## config.mk

```make
export PLATFORM = sky130hd
export DESIGN_NAME = fp_int2float_pipe
export DESIGN_NICKNAME = d
export VERILOG_FILES = /design/src/rtl/fp_dlf_pkg.sv /design/src/rtl/fp_lzc.sv /design/src/rtl/fp_int2float_pipe.sv
export SDC_FILE = /design/constraint.sdc
export NUM_CORES = 1
export LEC_CHECK = 0
export ABC_AREA = 1
export CORE_MARGIN = 1
export CORE_UTILIZATION = 45
export DETAILED_ROUTE_END_ITERATION = 12
export PLACE_DENSITY = 0.68
export SLEW_MARGIN = 20
export SYNTH_ARGS = -nofsm -noshare
export SYNTH_HDL_FRONTEND = slang
export SYNTH_SLANG_ARGS = --single-unit
```

## constraint.sdc

```tcl
create_clock -name clk -period 2.7 [get_ports clk]
set_input_delay 0.54 -clock clk [delete_from_list [all_inputs] [get_ports clk]]
set_output_delay 0.54 -clock clk [all_outputs]
set_load 0.01 [all_outputs]
```

## src/rtl/fp_dlf_pkg.sv

```systemverilog
// DLFloat16 format constants and result layout shared by the int-to-float converter.
package fp_dlf_pkg;

  localparam int DLF_EXP_W = 6;
  localparam int DLF_MAN_W = 9;
  localparam int DLF_BIAS  = 31;
  localparam int DLF_W     = 1 + DLF_EXP_W + DLF_MAN_W;

  // All-ones exponent with all-ones mantissa is reserved; the largest finite value sits one below it.
  localparam logic [DLF_W-1:0] DLF_NAN =
    {1'b0, {DLF_EXP_W{1'b1}}, {DLF_MAN_W{1'b1}}};
  localparam logic [DLF_W-1:0] DLF_MAX_FINITE =
    {1'b0, {DLF_EXP_W{1'b1}}, {(DLF_MAN_W-1){1'b1}}, 1'b0};

  typedef struct packed {
    logic                 sign;
    logic [DLF_EXP_W-1:0] exp;
    logic [DLF_MAN_W-1:0] man;
  } dlf_t;

endpackage

```

## src/rtl/fp_lzc.sv

```systemverilog
// Combinational leading-zero counter; an all-zero input reports W.
module fp_lzc #(
  parameter int W = 32,
  localparam int CW = $clog2(W + 1)
) (
  input  logic [W-1:0]  in_vec,
  output logic [CW-1:0] lz
);

  // Ascending scan: the highest set bit is the last to write, so it wins.
  always_comb begin
    lz = CW'(W);
    for (int i = 0; i < W; i++) begin
      if (in_vec[i]) lz = CW'(W - 1 - i);
    end
  end

endmodule

```

## src/rtl/fp_int2float_pipe.sv

```systemverilog
// Three-stage integer to DLFloat converter: sign/magnitude, normalise, round/pack with saturation.
module fp_int2float_pipe
  import fp_dlf_pkg::*;
#(
  parameter int INT_W = 32,
  parameter int EXP_W = DLF_EXP_W,
  parameter int MAN_W = DLF_MAN_W,
  parameter int BIAS  = DLF_BIAS
) (
  input  logic                     clk,
  input  logic                     rst,
  input  logic                     in_valid,
  output logic                     in_ready,
  input  logic [INT_W-1:0]         in_int,
  input  logic                     in_signed,
  output logic                     out_valid,
  input  logic                     out_ready,
  output logic [EXP_W+MAN_W:0]     float_out,
  output logic                     out_inexact,
  output logic                     out_ovf
);

  localparam int FW  = 1 + EXP_W + MAN_W;
  localparam int EW  = EXP_W + 1;
  localparam int LZW = $clog2(INT_W + 1);
  localparam int XW  = INT_W + MAN_W + 2;
  localparam logic [EW-1:0] EXP_MAX = EW'((1 << EXP_W) - 1);

  logic               s1_valid_q, s1_valid_d, s1_sign_q, s1_sign_d, s1_zero_q, s1_zero_d;
  logic [INT_W-1:0]   s1_mag_q, s1_mag_d;
  logic               s2_valid_q, s2_valid_d, s2_sign_q, s2_sign_d, s2_zero_q, s2_zero_d;
  logic               s2_guard_q, s2_guard_d, s2_sticky_q, s2_sticky_d;
  logic [EW-1:0]      s2_e_q, s2_e_d;
  logic [MAN_W-1:0]   s2_man_q, s2_man_d;
  logic               s3_valid_q, s3_valid_d, s3_inexact_q, s3_inexact_d, s3_ovf_q, s3_ovf_d;
  logic [FW-1:0]      s3_float_q, s3_float_d;

  logic               s1_load, s2_load, s3_load;
  logic               neg;
  logic [LZW-1:0]     lz;
  logic [INT_W-1:0]   norm;
  logic [XW-1:0]      ext;
  logic               round_up, carry, sat;
  logic [MAN_W:0]     man_sum;
  logic [MAN_W-1:0]   man_r;
  logic [EW-1:0]      e_r, exp_full;

  fp_lzc #(.W(INT_W)) u_lzc (
    .in_vec (s1_mag_q),
    .lz     (lz)
  );

  // Each stage advances when empty or when the next stage takes its contents.
  always_comb begin
    s3_load  = !s3_valid_q || out_ready;
    s2_load  = !s2_valid_q || s3_load;
    s1_load  = !s1_valid_q || s2_load;
    in_ready = s1_load;
  end

  always_comb begin
    neg        = in_signed & in_int[INT_W-1];
    s1_valid_d = s1_load ? in_valid : s1_valid_q;
    s1_sign_d  = s1_sign_q;
    s1_mag_d   = s1_mag_q;
    s1_zero_d  = s1_zero_q;
    if (s1_load && in_valid) begin
      s1_sign_d = neg;
      s1_mag_d  = neg ? -in_int : in_int;
      s1_zero_d = (in_int == '0);
    end
  end

  always_comb begin
    norm        = s1_mag_q << lz;
    ext         = {norm, {(MAN_W + 2){1'b0}}};
    s2_valid_d  = s2_load ? s1_valid_q : s2_valid_q;
    s2_sign_d   = s2_sign_q;
    s2_zero_d   = s2_zero_q;
    s2_e_d      = s2_e_q;
    s2_man_d    = s2_man_q;
    s2_guard_d  = s2_guard_q;
    s2_sticky_d = s2_sticky_q;
    if (s2_load && s1_valid_q) begin
      s2_sign_d   = s1_sign_q;
      s2_zero_d   = s1_zero_q;
      s2_e_d      = EW'(INT_W - 1) - EW'(lz);
      s2_man_d    = ext[XW-2 -: MAN_W];
      s2_guard_d  = ext[XW-2-MAN_W];
      s2_sticky_d = |ext[XW-3-MAN_W:0];
    end
  end

  // Exponent is carried one bit wider so overflow is visible before saturation.
  always_comb begin
    round_up     = s2_guard_q & (s2_sticky_q | s2_man_q[0]);
    man_sum      = {1'b0, s2_man_q} + (MAN_W + 1)'(round_up);
    carry        = man_sum[MAN_W];
    man_r        = carry ? '0 : man_sum[MAN_W-1:0];
    e_r          = s2_e_q + EW'(carry);
    exp_full     = e_r + EW'(BIAS);
    sat          = (exp_full > EXP_MAX) || ((exp_full == EXP_MAX) && (&man_r));
    s3_valid_d   = s3_load ? s2_valid_q : s3_valid_q;
    s3_float_d   = s3_float_q;
    s3_inexact_d = s3_inexact_q;
    s3_ovf_d     = s3_ovf_q;
    if (s3_load && s2_valid_q) begin
      if (s2_zero_q) begin
        s3_float_d   = '0;
        s3_inexact_d = 1'b0;
        s3_ovf_d     = 1'b0;
      end else if (sat) begin
        s3_float_d   = {s2_sign_q, {EXP_W{1'b1}}, {(MAN_W - 1){1'b1}}, 1'b0};
        s3_inexact_d = 1'b1;
        s3_ovf_d     = 1'b1;
      end else begin
        s3_float_d   = {s2_sign_q, exp_full[EXP_W-1:0], man_r};
        s3_inexact_d = s2_guard_q | s2_sticky_q;
        s3_ovf_d     = 1'b0;
      end
    end
  end

  always_ff @(posedge clk or posedge rst) begin
    if (rst) begin
      s1_valid_q   <= 1'b0;
      s1_sign_q    <= 1'b0;
      s1_zero_q    <= 1'b0;
      s1_mag_q     <= '0;
      s2_valid_q   <= 1'b0;
      s2_sign_q    <= 1'b0;
      s2_zero_q    <= 1'b0;
      s2_guard_q   <= 1'b0;
      s2_sticky_q  <= 1'b0;
      s2_e_q       <= '0;
      s2_man_q     <= '0;
      s3_valid_q   <= 1'b0;
      s3_inexact_q <= 1'b0;
      s3_ovf_q     <= 1'b0;
      s3_float_q   <= '0;
    end else begin
      s1_valid_q   <= s1_valid_d;
      s1_sign_q    <= s1_sign_d;
      s1_zero_q    <= s1_zero_d;
      s1_mag_q     <= s1_mag_d;
      s2_valid_q   <= s2_valid_d;
      s2_sign_q    <= s2_sign_d;
      s2_zero_q    <= s2_zero_d;
      s2_guard_q   <= s2_guard_d;
      s2_sticky_q  <= s2_sticky_d;
      s2_e_q       <= s2_e_d;
      s2_man_q     <= s2_man_d;
      s3_valid_q   <= s3_valid_d;
      s3_inexact_q <= s3_inexact_d;
      s3_ovf_q     <= s3_ovf_d;
      s3_float_q   <= s3_float_d;
    end
  end

  assign out_valid   = s3_valid_q;
  assign float_out   = s3_float_q;
  assign out_inexact = s3_inexact_q;
  assign out_ovf     = s3_ovf_q;

endmodule
```

==> flow_summary.toml, run 1 <==
[clock_network]
numCtsBuffers = 9
cts.sinks = 74
cts-htree-levels = 3
cts_buffer_depth = 2
clock_latency_ps = 360
tritoncts = "built"
clkSlewWorstSetupHoldPaths_ps = 80
clock-root-buffer = "clkbuf_16"

[detailed_routing]
dr.pass1.iters = 5
wl_mm = 18.9
drt_iter0_drc = 572
drt.antenna.violating_nets = 0
wl_per_cell_microns = 15.1
drt-vias-per-instance = 5.37
vias = 6723
drt_drc_violations_left = 0

[critical_path]
crit_fanout = 16
cpMostUsedCell = "nand2_1"
cp-startpoint = "s1_mag_q[1]"
crit_type = "flop to flop"
critPathMaxStageDelay_ps = 410
cp-endpoint = "s2_man_q[5]"
r2r_end = "s2_man_q[5]"
startpoint_type = "flop"
critPathSlowestCell = "dfrtp_1"
rrSetupSlack_ps = -590
rr_worst_depth = 37
critPathCaptureType = "flop"
worstReg2RegStart = "s1_mag_q[1]"
worstPathRequired_ps = 2940
worstPathArrival_ps = 3530

[logic_synthesis]
syn_inst = 867
ys_seq_elements = 74
synth_area_leader_cell = "dfrtp_1"
async_flop_share = 1.00
synth-main-ff-cell = "dfrtp_1"
synth.top_cells.by_area = "dfrtp_1 (33%), nand2_1 (17%), nand3_1 (12%), o21ai_0 (6.2%), inv_1 (5.5%)"
synth_top_family_by_area = "simple AND/OR/NAND/NOR gates"
syn_nets = 909
synthAdderAreaFrac = 0.0112
yosys.area_share.simple = 0.387
syn-mean-instance-area_sq_um = 6.47
ys_seq_area_frac = 0.330
netlist_area_sq_um = 5610
synth.distinct_cells = 39
synth_top_area_share = 0.330
synth_xor_area_frac = 0.0531
synth_compound_area_frac = 0.129
ys_warn_count = 0
synth_edf_count = 0
synth_mux_area_frac = 0

[floorplanning]
rows = 40
die-height_microns = 114
die_x_microns = 114
core-area_sq_um = 12100
pin_count = 57
die_area_sq_um = 12900
start_util = 0.465

[grt]
grt_pass1_vias = 6463
grt_max_degree = 75
gr-total-overflow = 0
grt_pass1_wl_mm = 30.2
antenna_found_initial = 0
track_usage = 0.294

[run_status]
violations = "negative setup slack"
outcome = "finished with violations"

[pwr]
power_density_nw_per_um2 = 840
p_leak_uw = 0.00414
ir_drop_uv = 354

[cells_and_area]
seqCellArea_sq_um = 1850
layout-drive-gt1-share = 0.273
areaGrowthSynthToFinish_pct = 51.9
diodes = 0
layout.nets = 1120
final_util = 0.706
num-fill-cells = 960
multi_input_area_sq_um = 3730

[sta]
drv_slew = 0
tns_ps = -6950
layout_setup_ws_ps = -589
min_period_ps = 3290
final_hold_viol_count = 0
min_period_over_period = 1.22
fin_skew_ps = 17.2
max-slew-margin-rel = 0.549
fmax_mhz = 304
worst_pin_slew_ps = 677
finalSetupViolations = 27
rsz0062_at_grt = "true"

[placement]
hpwlAfterDp_mm = 11.3
pre_cts_slack_ps = -813
place.gp.congestion = 0.888
io_buffers = 56

[job]
drv_cap = 0

[min_path]
hold_class = "flop to flop"
placed cells by master (no fill, tap or decap), drive strengths merged, types with 16 or more instances in the layout:
master         instances
nand2                260
buf                  184
nand3                138
inv                   87
o21ai                 79
dfrtp                 74
nor2                  67
clkdlybuf4s50         44
nor3                  19
xnor2                 18
o211ai                16
xor2                  16
metal layers:
layer / vias to the layer above / GRT usage / share of wire
met4: 0 / 0.106 / 0.030
li1: 3312 / - / -
met1: 3140 / 0.369 / 0.43
met2: 225 / 0.512 / 0.50
met3: 46 / 0.0436 / 0.044
met5: - / 0 / 0
kinds of logic (layout without fill, tap and decap cells):
family                     count (synthesis)  count (layout)
AOI/OAI and AO/OA                        126             126
xor gates and xnor gates                  34              34
buffers and inverters                    124             338
DFF                                       74              74
and+or+nand+nor                          504             506
adders and majority gates                  5               5
metrics by stage:
stage,hold WS [ps],total power (uW),area (sq um),std cells
after floorplan,442,3720,5650,867
after global placement,453,5120,7160,1166
after detailed placement,465,5170,7160,1166
after CTS,473,6840,8270,1249
after global routing,518,7650,8520,1251
final,464,7150,8520,1251
state kept, by name, indices dropped and copies added (netlist names):
| name | count |
|---|---|
| s1_mag_q | 32 |
| float_out | 16 |
| out_valid | 1 |
| s2_man_q | 9 |
| s2_guard_q | 1 |
| out_ovf | 1 |
| s2_e_q | 6 |
| out_inexact | 1 |
| s2_sticky_q | 1 |
| s2_sign_q | 1 |
| s1_valid_q | 1 |
| s1_zero_q | 1 |
| s2_valid_q | 1 |
| s1_sign_q | 1 |
| s2_zero_q | 1 |
worst max-delay path, delay by kind of cell, from the launching register on:
kind,cells,cell delay [ps]
simple gates,32,2010
flops,1,410
buf+inv,1,70
compound gates,4,710
cell type report:
class                      instances  area share
multi-input combinational        671       0.438
sequential                        74       0.217
timing repair buffer             237       0.246
tap                              168      0.0247
clock buffer                       9      0.0264
inverter                          85      0.0382
clock inverter                     7      0.0101
report_power, final:
| group | leakage (uW) | switching (uW) | internal [uW] |
|---|---|---|---|
| Sequential | 0.000908 | 273 | 1450 |
| Clock | 0.000150 | 578 | 737 |
| Combinational | 0.00308 | 2210 | 1910 |
| Total | 0.00414 | 3060 | 4100 |
worst min-delay path by stage:
stage,startpoint,end,slack (ps),cells after the start
CTS,s1_sign_q,s2_sign_q,470,2
floorplan,s1_sign_q,s2_sign_q,440,2
global route,s1_sign_q,s2_sign_q,520,2
finish,s1_sign_q,s2_sign_q,460,2
global placement,s2_valid_q,out_valid,450,2
detailed placement,out_ovf,out_ovf,460,2
cells in the mapped netlist, drive strengths merged (11+ instances only):
library cell / count
a21oi: 11
buf: 15
clkbuf: 24
dfrtp: 74
inv: 84
nand2: 258
nand3: 138
nor2: 67
nor3: 19
nor4: 11
o211ai: 16
o21ai: 79
xnor2: 18
xor2: 16
timing repair:
item / 4_1_cts / 5_1_grt
buffers inserted: 63 / 10
resized for setup: 98 / 64
endpoints found under the setup margin: 39 / 48
gates cloned: 5 / 1
hold buffers: 0 / 0
pin swaps: 33 / 36
No activity file was read; power rests on OpenSTA's default activity.
==> inputs of run 2 (changes only) <==
- SKIP_CTS_REPAIR_TIMING: unset -> 1
==> flow_summary.toml, run 2 (synthesis gave the netlist of run 1 again) <==
[sta]
final_hold_viol_count = 0
drv_slew = 0
rsz0062_at_grt = "true"
finalSetupViolations = 30
max-slew-margin-rel = 0.0924
fin_skew_ps = 15.8
min_period_ps = 3360
worst_pin_slew_ps = 1360
min_period_over_period = 1.25
holdWs_ps = 469
fmax_mhz = 297
layout_setup_ws_ps = -662

[floorplanning]
die-height_microns = 114
die_x_microns = 114
die_area_sq_um = 12900
core-area_sq_um = 12100
start_util = 0.465
pin_count = 57
rows = 40

[pwr]
ir_drop_uv = 357
power_density_nw_per_um2 = 862
p_leak_uw = 0.00389

[job]
drv_cap = 0

[critical_path]
critPathCaptureType = "flop"
critPathMaxStageDelay_ps = 410
crit_type = "flop to flop"
worstPathArrival_ps = 3610
startpoint_type = "flop"
cpMostUsedCell = "nand2_1"
worstPathRequired_ps = 2950
crit_fanout = 7
critPathSlowestCell = "dfrtp_1"

[placement]
dp.cells = 1166
hpwlAfterDp_mm = 11.3
io_buffers = 56
dpl_cell_area_sq_um = 7160
place.gp.congestion = 0.888

[clock_network]
clock_latency_ps = 350
cts_buffer_depth = 2
tritoncts = "built"
clock-root-buffer = "clkbuf_16"
clkSlewWorstSetupHoldPaths_ps = 80
numCtsBuffers = 9
cts-htree-levels = 3
cts.sinks = 74

[grt]
track_usage = 0.245
grt_max_degree = 75
grt_pass1_wl_mm = 25.6
gr-total-overflow = 0
antenna_found_initial = 0
grt_pass1_vias = 5608

[cells_and_area]
num-fill-cells = 1053
postLayoutCellArea_sq_um = 8180
mostFrequentLayoutCells = "nand2_1 (229), buf_4 (118), nand3_1 (107)"
regMostFlops = "s1_mag_q"
areaGrowthSynthToFinish_pct = 46.0
final_common_cell = "nand2_1"
largest_reg_flops = 32
layout-drive-gt1-share = 0.252
fin_cells = 1202
layout.nets = 1071
diodes = 0

[run_status]
outcome = "finished with violations"
violations = "negative setup slack"

[detailed_routing]
met1Wirelength_mm = 7.47
wl_met2_mm = 8.15
dr.pass1.iters = 5
drt.antenna.violating_nets = 0
vias = 6338
drt_drc_violations_left = 0
drt-vias-per-instance = 5.27
met3WireLength_microns = 604
wl_mm = 16.5
wl_per_cell_microns = 13.7
top_layer = "met4"
drt_iter0_drc = 455

[min_path]
hold_class = "flop to flop"
run 2: cell count changes in the layout (fill, tap and decap cells not counted), moves of 3 or more:
cell	before	now
nand2_1	235	229
nand3_1	126	107
o21ai_0	44	50
clkdlybuf4s50_1	44	50
nor3_2	5	8
nor3_4	4	1
nand2_2	19	22
nand3_2	12	31
dlymetal6s2s_1	6	3
buf_4	167	118
o21ai_2	9	5
run 2: area by class of cell:
class                           instances  area [sq um]  area share
Multi-Input combinational cell        671          3780       0.462
Tap cell                              168           210      0.0257
Inverter                               85           323      0.0394
Timing Repair Buffer                  188          1700       0.208
Clock inverter                          7          86.3      0.0106
Sequential cell                        74          1850       0.226
Clock buffer                            9           225      0.0275
run 2: path summary, 6_finish.rpt:
check,startpoint,endpoint,slack (ps),cells past startpoint
worst min-delay path,s1_sign_q,s2_sign_q,470,2
min in group asynchronous,rst,s2_man_q[4],590,3
worst max-delay path,s1_mag_q[1],s2_man_q[8],-660,40
worst max register to register,s1_mag_q[1],s2_man_q[8],-660,40
max in group asynchronous,rst,s1_mag_q[31],1790,3
worst min register to register,s1_sign_q,s2_sign_q,470,2
run 2: worst max-delay path: cells and delay by family (launching register included):
kind                   cells  cell delay [ps]
buffers and inverters      4              490
flip-flops                 1              410
AO/OA/AOI/OAI              1              120
AND/OR/NAND/NOR           35             2260
run 2: layer usage:
metal	global-route usage	vias to the layer above
met1	0.335	2943
met5	0	-
met2	0.406	165
met3	0.0361	23
met4	0.0623	0
li1	-	3207
run 2: power by group:
group          internal (uW)  total [uW]  leakage, uW  switching, uW
combinational           1880        4060      0.00283           2190
clock                    736        1280     0.000150            541
sequential              1450        1710     0.000908            259
run 2: per-stage QoR:
stage / TNS (ps) / power [uW] / utilization / worst slack [ps]
after floorplan: -832 / 3720 / - / -95.4
after global placement: -15600 / 5120 / 0.594 / -732
after detailed placement: -17390 / 5170 / 0.594 / -813
after CTS: -13330 / 6470 / 0.619 / -651
after global routing: -18380 / 7570 / 0.678 / -1060
final: -8370 / 7050 / 0.678 / -662
==> inputs of run 3 (changes only) <==
- MAX_ROUTING_LAYER: unset -> met4
==> flow_summary.toml, run 3 (synthesis gave the netlist of run 1 again) <==
[run_status]
violations = "negative setup slack"
outcome = "finished with violations"

[detailed_routing]
drt_drc_violations_left = 0
vias = 6430
wl_mm = 16.7
drt_iter0_drc = 446
wl_per_cell_microns = 13.9
drt-vias-per-instance = 5.35
drt.antenna.violating_nets = 0
dr.pass1.iters = 5

[cells_and_area]
layout-drive-gt1-share = 0.268
num-fill-cells = 1041
regMostFlops = "s1_mag_q"
areaGrowthSynthToFinish_pct = 47.3
largest_reg_flops = 32
mostFrequentLayoutCells = "nand2_1 (226), buf_4 (117), nand3_1 (95)"
final_util = 0.685
diodes = 0
layout.nets = 1071
final_common_cell = "nand2_1"

[pwr]
ir_drop_uv = 360
p_leak_uw = 0.00391
power_density_nw_per_um2 = 863
power_uw = 7130

[critical_path]
worstPathRequired_ps = 2930
critPathCaptureType = "flop"
startpoint_type = "flop"
crit_type = "flop to flop"
crit_fanout = 10
critPathSlowestCell = "dfrtp_1"
rrSetupSlack_ps = -630
critPathMaxStageDelay_ps = 410
worstPathArrival_ps = 3560
cpMostUsedCell = "nand2_1"

[clock_network]
clkSlewWorstSetupHoldPaths_ps = 70
cts.sinks = 74
tritoncts = "built"
cts_buffer_depth = 2
cts-htree-levels = 3
clock-root-buffer = "clkbuf_16"
clock_latency_ps = 350
numCtsBuffers = 9

[sta]
fmax_mhz = 301
min_period_over_period = 1.23
worst_pin_slew_ps = 1350
final_hold_viol_count = 0
fin_skew_ps = 13.1
min_period_ps = 3330
max-slew-margin-rel = 0.0978
drv_slew = 0
finalSetupViolations = 30
layout_setup_ws_ps = -625
tns_ps = -8190
rsz0062_at_grt = "true"
holdWs_ps = 470

[placement]
io_buffers = 56
pre_cts_slack_ps = -813
place.gp.congestion = 0.903
hpwlAfterDp_mm = 11.3

[floorplanning]
core-area_sq_um = 12100
die-height_microns = 114
die_area_sq_um = 12900
pin_count = 57
die_x_microns = 114
rows = 40
start_util = 0.465

[grt]
antenna_found_initial = 0
grt_max_degree = 75
gr-total-overflow = 0
grt_pass1_wl_mm = 25.6
grt_pass1_vias = 5621
track_usage = 0.253

[job]
drv_cap = 0

[min_path]
hold_class = "flop to flop"
==> run 3: power by group <==
part / switching [uW] / internal (uW)
registers: 261 / 1450
logic: 2240 / 1900
clock network: 536 / 736
total: 3030 / 4090
==> run 3: path summary, 6_finish.rpt <==
| kind | startpoint | endpoint | cells after the start |
|---|---|---|---|
| setup / recovery | s1_mag_q[1] | s2_man_q[5] | 36 |
| hold / removal | s1_sign_q | s2_sign_q | 2 |
| setup reg to reg | s1_mag_q[1] | s2_man_q[5] | 36 |
| hold reg to reg | s1_sign_q | s2_sign_q | 2 |
| max in group asynchronous | rst | s1_mag_q[1] | 3 |
| min in group asynchronous | rst | s1_mag_q[4] | 3 |
==> run 3: layer usage <==
layer,global-route usage,share of wire
met4,0.0596,0.022
met3,0.0409,0.043
met2,0.406,0.49
met5,-,0
met1,0.335,0.45
==> run 3: cell type report <==
| class | count | area, sq um | area share |
|---|---|---|---|
| clock buffer | 9 | 225 | 0.0273 |
| clock inverter | 7 | 86.3 | 0.0105 |
| inverter | 85 | 323 | 0.0391 |
| multi-input combinational | 671 | 3850 | 0.466 |
| sequential | 74 | 1850 | 0.224 |
| tap | 168 | 210 | 0.0255 |
| timing repair buffer | 188 | 1710 | 0.207 |
==> run 3: per-stage QoR <==
| step | std cells | area (sq um) |
|---|---|---|
| CTS | 1182 | 7470 |
| floorplan | 867 | 5650 |
| global placement | 1166 | 7160 |
| global route | 1202 | 8260 |
| finish | 1202 | 8260 |
| detailed placement | 1166 | 7160 |
==> run 3: critical path, delay by kind of cell (launching register included) <==
kind	cells	cell delay (ps)
AND/OR/NAND/NOR	30	1790
AO/OA/AOI/OAI	4	720
buffers and inverters	2	290
flip-flops	1	410
